--- src/rtl/regfile_pkg.sv ---
// Shared constants and types for the integer register file and its busy scoreboard.
package regfile_pkg;

  localparam int XLEN     = 32;
  localparam int NREG     = 32;
  localparam int AW       = $clog2(NREG);
  localparam int REG_ZERO = 0;
  localparam int REG_A0   = 10;

  typedef logic [AW-1:0]   reg_addr_t;
  typedef logic [XLEN-1:0] word_t;

endpackage

--- src/rtl/regfile_sb_scoreboard.sv ---
// Per-register busy bits. An issue sets a bit and a writeback clears it.
// If both hit the same register on one edge, the issue wins.
module reg_scoreboard #(
  parameter int NREG = 32,
  parameter int AW   = $clog2(NREG)
) (
  input  logic          clk,
  input  logic          rst_n,
  input  logic          issue_valid,
  input  logic [AW-1:0] issue_rd,
  input  logic          we,
  input  logic [AW-1:0] rd_addr,
  input  logic [AW-1:0] rs1_addr,
  input  logic [AW-1:0] rs2_addr,
  output logic          rs1_busy,
  output logic          rs2_busy
);
  import regfile_pkg::*;

  localparam logic [AW-1:0] ZERO_IDX = AW'(REG_ZERO);

  logic [NREG-1:0] busy;
  logic [NREG-1:0] busy_next;
  logic            wb_clear;
  logic            issue_set;

  assign wb_clear  = we && (rd_addr != ZERO_IDX);
  assign issue_set = issue_valid && (issue_rd != ZERO_IDX);

  // The clear is applied first so that a same-register issue overrides it.
  always_comb begin
    busy_next = busy;
    if (wb_clear)  busy_next[rd_addr]  = 1'b0;
    if (issue_set) busy_next[issue_rd] = 1'b1;
    busy_next[ZERO_IDX] = 1'b0;
  end

  always_ff @(posedge clk or negedge rst_n) begin
    if (!rst_n) busy <= '0;
    else        busy <= busy_next;
  end

  // A writeback in flight this cycle already counts as having produced the value.
  assign rs1_busy = busy[rs1_addr] && !(we && (rd_addr == rs1_addr));
  assign rs2_busy = busy[rs2_addr] && !(we && (rd_addr == rs2_addr));

endmodule

--- src/rtl/regfile_sb.sv ---
// Integer register file: two bypassed combinational reads, one write port,
// hardwired x0, a busy scoreboard for hazard stalls, and a single-register tap.
module regfile_sb #(
  parameter  int XLEN    = regfile_pkg::XLEN,
  parameter  int NREG    = regfile_pkg::NREG,
  parameter  int TAP_REG = regfile_pkg::REG_A0,
  localparam int AW      = $clog2(NREG)
) (
  input  logic            clk,
  input  logic            rst_n,
  input  logic [AW-1:0]   rs1_addr,
  input  logic [AW-1:0]   rs2_addr,
  output logic [XLEN-1:0] rs1_data,
  output logic [XLEN-1:0] rs2_data,
  input  logic            we,
  input  logic [AW-1:0]   rd_addr,
  input  logic [XLEN-1:0] wd,
  input  logic            issue_valid,
  input  logic [AW-1:0]   issue_rd,
  output logic            rs1_busy,
  output logic            rs2_busy,
  output logic [XLEN-1:0] tap_data
);
  import regfile_pkg::*;

  localparam logic [AW-1:0] ZERO_IDX = AW'(REG_ZERO);
  localparam logic [AW-1:0] TAP_IDX  = AW'(TAP_REG);

  logic [XLEN-1:0] regs [NREG];

  // Entry 0 is never written, so it holds its reset value of zero.
  always_ff @(posedge clk or negedge rst_n) begin
    if (!rst_n) begin
      for (int i = 0; i < NREG; i++) regs[i] <= '0;
    end else if (we && (rd_addr != ZERO_IDX)) begin
      regs[rd_addr] <= wd;
    end
  end

  always_comb begin
    rs1_data = regs[rs1_addr];
    if (we && (rd_addr == rs1_addr)) rs1_data = wd;
    if (rs1_addr == ZERO_IDX)        rs1_data = '0;
  end

  always_comb begin
    rs2_data = regs[rs2_addr];
    if (we && (rd_addr == rs2_addr)) rs2_data = wd;
    if (rs2_addr == ZERO_IDX)        rs2_data = '0;
  end

  // The tap shows committed state only, so a write appears on it one cycle late.
  assign tap_data = regs[TAP_IDX];

  reg_scoreboard #(
    .NREG (NREG),
    .AW   (AW)
  ) u_scoreboard (
    .clk         (clk),
    .rst_n       (rst_n),
    .issue_valid (issue_valid),
    .issue_rd    (issue_rd),
    .we          (we),
    .rd_addr     (rd_addr),
    .rs1_addr    (rs1_addr),
    .rs2_addr    (rs2_addr),
    .rs1_busy    (rs1_busy),
    .rs2_busy    (rs2_busy)
  );

endmodule

--- config.mk ---
export PLATFORM = sky130hd
export DESIGN_NAME = regfile_sb
export DESIGN_NICKNAME = d
export VERILOG_FILES = /design/src/rtl/regfile_pkg.sv /design/src/rtl/regfile_sb_scoreboard.sv /design/src/rtl/regfile_sb.sv
export SDC_FILE = /design/constraint.sdc
export NUM_CORES = 2
export LEC_CHECK = 0
export BUFFER_PORTS_ARGS = -buffer_cell sky130_fd_sc_hd__buf_2
export CAP_MARGIN = 10
export CORE_ASPECT_RATIO = 1.4
export CORE_MARGIN = 4
export CORE_UTILIZATION = 60
export CTS_CLUSTER_DIAMETER = 150
export DETAILED_ROUTE_END_ITERATION = 16
export PLACE_DENSITY = 0.77
export SYNTH_ARGS = -nofsm -noshare
export SYNTH_HDL_FRONTEND = slang
export SYNTH_HIERARCHICAL = 1
export SYNTH_SLANG_ARGS = --single-unit
--- constraint.sdc ---
create_clock -name clk -period 2.95 [get_ports clk]
set_input_delay 0.4425 -clock clk [delete_from_list [all_inputs] [get_ports clk]]
set_output_delay 0.4425 -clock clk [all_outputs]
set_load 0.03 [all_outputs]
Word level (Yosys, flattened, before mapping)
Index checks and enable logic that the tools add are counted.
Widths: inputs -> output; s select.
{ "word_totals": {"register_bits": 1055, "input_bits": 56, "wordCells": 89} }
{ "op_classes": {"n_lt_le_gt_ge": 10, "n_eq_ne": 2, "n_mux": 23, "bitwise_logic": 6, "n_reduce_logical": 15} }
{ "ops": {"columns": ["operator", "count"], "rows": [
  ["$bwmux 1024", 1],
  ["$mux 32", 11],
  ["$bmux 32 s5", 2],
  ["$demux 32 s5", 1],
  ["$and 32x32->32", 1],
  ["$not 32->32", 1],
  ["$or 32x32->32", 1],
  ["$lt 5x6->1 const B", 4],
  ["$ge 6x6->1 const B", 3],
  ["$not 5->6", 3],
  ["$bmux 1 s5", 2],
  ["$demux 1 s5", 2],
  ["$eq 5x5->1", 2],
  ["$ge 5x1->1 const B", 2],
  ["$logic_not 5->1", 2],
  ["$reduce_bool 5->1", 2],
  ["$logic_and 1x1->1", 9],
  ["$lt 6x1->1 const B", 1],
  ["$mux 1", 4],
  ["$logic_not 1->1", 2]
]} }

Logic depth before layout (Yosys ltp)
{ "depth": {"depth_word": 9, "mapped_depth": 10, "ltp_nobuf": 5} }

By module
The synthesis kept the hierarchy.
{ "modules_own_cells": {"columns": ["mod", "n_inst", "cells_each", "area_per_inst_um2", "seq_area_each_um2"], "rows": [
  ["regfile_sb", 1, 3962, 55858.6, 25624.6],
  ["reg_scoreboard", 1, 199, 2029.4, 775.7]
]} }

Worst setup path before layout
OpenSTA, ideal clock, no wires.
{ "synth_path": {"path_type": "input port to output port", "start": "input rd_addr[2]", "end": "output rs1_data[18]", "t_arrival_ps": 2394, "setup_slack_ps": 113, "path_stages": 7, "path_buffers": 2, "path_cell_list": "buf_2 xnor2_1 nand4_1 o21ai_0 clkbuf_1 nor2_1 a211oi_1"} }
{ "synth_between": {"elab_chain_len": 4} }
{ "synth_rtl": {"columns": ["element", "line_no", "source"], "rows": [
  ["start: declaration", "regfile_sb.sv:16", "input logic [AW-1:0] rd_addr,"],
  ["$eq 5x5->1", "regfile_sb.sv:42", "if (we && (rd_addr == rs1_addr)) rs1_data = wd;"],
  ["$logic_and 1x1->1", "regfile_sb.sv:42", null],
  ["$mux 32", "regfile_sb.sv:42", null],
  ["$mux 32", "regfile_sb.sv:43", "if (rs1_addr == ZERO_IDX) rs1_data = '0;"],
  ["end: declaration", "regfile_sb.sv:13", "output logic [XLEN-1:0] rs1_data,"]
]} }
Every way passes these cells.

Final worst setup path
{ "layout_path": {"start": "register regs[910] (netlist name)", "end": "output rs2_data[14]"} }
{ "layout_between": {"elab_chain_len": 5} }
{ "layout_rtl": {"columns": ["element", "line_no", "source"], "rows": [
  ["start: declaration", "regfile_sb.sv:29", "logic [XLEN-1:0] regs [NREG];"],
  ["start signal: indexed assignment", "regfile_sb.sv:36", "regs[rd_addr] <= wd;"],
  ["$bmux 32 s5", "regfile_sb.sv:47", "rs2_data = regs[rs2_addr];"],
  ["$mux 32 (not written as such) (2 in a row)", "regfile_sb.sv:47", null],
  ["$mux 32", "regfile_sb.sv:48", "if (we && (rd_addr == rs2_addr)) rs2_data = wd;"],
  ["$mux 32", "regfile_sb.sv:49", "if (rs2_addr == ZERO_IDX) rs2_data = '0;"],
  ["end: declaration", "regfile_sb.sv:14", "output logic [XLEN-1:0] rs2_data,"]
]} }
Every way passes these cells. The select of a mux whose other input is x is not followed.

==> results_dict.tcl <==
set metrics [dict create \
    status "finished with violations" \
    violations "negative setup slack" \
    critPathRequiredTime_ps 2510 \
    power_density_mw_per_mm2 653.5 \
    port_buffers 153 \
    cts_root_buffer "clkbuf_16" \
    synth_common_cells "1,055 x dfrtp_1, 1,033 x mux2_2, 371 x mux4_2" \
    rows 134 \
    fp.dieW_um 270.5 \
    startpoint_type "register" \
    ant_nets 0 \
    dieArea_sq_mm 0.1016 \
    antenna_found_initial 8 \
    synth_seq_cells 1055 \
    cp-end-kind "primary output" \
    setup_viol 13 \
    worstPathArrival_ps 2580 \
    multi_input_area_sq_mm 0.02983 \
    dp.cells 5512 \
    finish.utilization_pct 70.83 \
    layout.area.seq_sq_mm 0.02641 \
    fillers 6193 \
    hold_path.class "primary input to register" \
    max_freq_ghz 0.3314 \
    min_path_cells 3 \
    hold_path_end "u_scoreboard/busy[19]" \
    dieHeight_um 375.5 \
    synth_cell_types 69 \
    netlist.area_leader.share_pct 45.61 \
    clock_latency_ps 710 \
    ys_seq_area_share_pct 45.61 \
    vias_per_cell 7.530 \
    syn_nets 4217 \
    yosys_warnings 6 \
    grtUsageTotal_pct 39.83 \
    r2r_start "tap_data[25]" \
    ir_worst_vdd_mv 0.4397 \
    syn-instance-count 4161 \
    dp_hpwl_um 132700 \
    synth_most_common_cell "dfrtp_1" \
    worstMarginPinSlew_ps 750.6 \
    route.vias.total 43215 \
    crit_type "register to primary output" \
    min_period_ps 3018 \
    coreArea_sq_mm 0.09557 \
    cts_sinks 1055 \
    syn_avg_cell_area_sq_um 13.91 \
    synthArstFlopShare_pct 100.0 \
    numCtsBuffers 103 \
    max_cap_violations 0 \
    initial_core_util_pct 60.57 \
    setup_ws_ps -67.50 \
    nets 4487 \
    drv_slew 0 \
    total_power_mw 44.23 \
    totalWireLength_um 206300 \
    whs_ps 50.41 \
    reg2reg_slack_ps 1960 \
    post_dp_cell_area_sq_mm 0.06262 \
    synth_ff_type "dfrtp_1" \
    reg2reg_to "tap_data[25]" \
    crit_start "regs[910]" \
    finalInstanceArea_sq_mm 0.06769 \
    gp_congestion 0.9438 \
    grt-ovfl-total 0 \
    initialDrtViolationCount 5794 \
    synth.area.top_cells "dfrtp_1 46%, mux2_2 20%, mux4_2 14%" \
    io_pins 154 \
    synth.cell_area_sq_mm 0.05789 \
    pre_cts_ws_ps -128.0 \
    syn_to_final_growth_pct 16.93 \
    cts_tree "done" \
    relSlewSlack_pct 49.57 \
    final.period_utilization_pct 102.3 \
    grt_pass1_wl_um 296900 \
    cts_buffer_depth 3 \
    reg2reg_depth 2 \
    htreeDepth 3 \
    drcViolationCount 0 \
    worst_hold_startpoint "issue_rd[4]" \
    drive_above_1_share_pct 54.05 \
    wire_per_inst_um 35.95 \
    p_leak_nw 29.80 \
    fin_skew_ps 0 \
    grt_max_degree 111 \
    grt_pass1_vias 44307 \
    synth_area_leader_cell "dfrtp_1" \
    fin_cells 5739 \
    crit_path_max_fanout 3 \
    clk_pin_slew_ps 60 \
    dr.pass1.iters 6 \
    finalSetupTns_ps -387.2 \
    hold_viol 0 \
    synth_edf_count 0 \
    rsz0062_at_grt "yes" \
]
[metal layers]
| layer | vias up | global-route usage [%] | part of all wire (%) |
|---|---|---|---|
| li1 | 16510 | - | - |
| met1 | 22315 | 48.62 | 34 |
| met2 | 3328 | 60.04 | 45 |
| met3 | 1062 | 11.16 | 12 |
| met4 | 0 | 31.33 | 9.5 |
| met5 | - | 0 | 0 |
[critical path, cell delays in order, from the launching register on]
cell and delay [ps]:
dfrtp_1 400, mux4_2 460, nor2b_1 150, a211oi_2 200
a21oi_2 70, a221o_1 420, buf_6 180
[layout by cell type (no fill, tap or decap), drive strengths merged, types with 7 or more instances in the layout]
cell type and count:
a211o 7, a211oi 47, a21oi 59, a221o 35, a221oi 60, a22o 15, a22oi 56, a31oi 10
buf 640, bufinv 10, clkbuf 152, clkinv 19, clkinvlp 7, dfrtp 1055, inv 8, mux2 1041
mux2i 281, mux4 375, nand2 50, nand2b 18, nand3 20, nand3b 16, nor2 96, nor2b 25
nor3 44, nor3b 16, nor4 19, o21ai 144, o22ai 92, or2 7, or3b 8, xnor2 20
[worst max path at each step]
stage,endpoint,slack [ps],depth (start not counted)
after floorplan,rs1_data[18],110,7
after global placement,rs1_data[16],-130,9
after detailed placement,rs1_data[16],-130,9
after CTS,rs2_data[0],-90,6
after global routing,rs2_data[23],-90,6
final,rs2_data[14],-70,6
[where the power goes]
part	switching [mW]	internal, mW
clock	5.92	8.12
combinational	4.81	5.80
sequential	2.33	17.2
total	13.1	31.2
[logic make-up (layout without fill, tap and decap cells)]
| family | Yosys count | in the layout | synth area share (%) |
|---|---|---|---|
| mux | 1697 | 1697 | 39.72 |
| xor+xnor | 20 | 20 | 0.3026 |
| flops | 1055 | 1055 | 45.61 |
| buf+inv | 491 | 839 | 4.666 |
| simple gates | 339 | 339 | 3.054 |
| other cells | 0 | 6 | 0 |
| compound gates | 559 | 559 | 6.648 |
[what timing repair did]
| item | 4_1_cts | 5_1_grt |
|---|---|---|
| pin swaps | 48 | 39 |
| cloned | 2 | 2 |
| endpoints found under the hold margin | 40 | 0 |
| resized for setup | 124 | 128 |
| setup endpoints to repair | 46 | 52 |
| setup buffers | 22 | 18 |
| hold buffers | 1 | 0 |
[sequential cells by signal (all words and copies together), names as in the netlist]
signal and flops:
tap_data 32, u_scoreboard/busy 31, regs 992
[area by class of cell]
type                            count  share of cell area [%]
Antenna cell                        6                 0.02218
Clock buffer                      146                   4.558
Clock inverter                     37                  0.6969
Inverter                            7                 0.03882
Multi-Input combinational cell   2615                   44.07
Sequential cell                  1055                   39.02
Tap cell                         1224                   2.262
Timing Repair Buffer              649                   9.335
(Power assumes the default switching activity.)
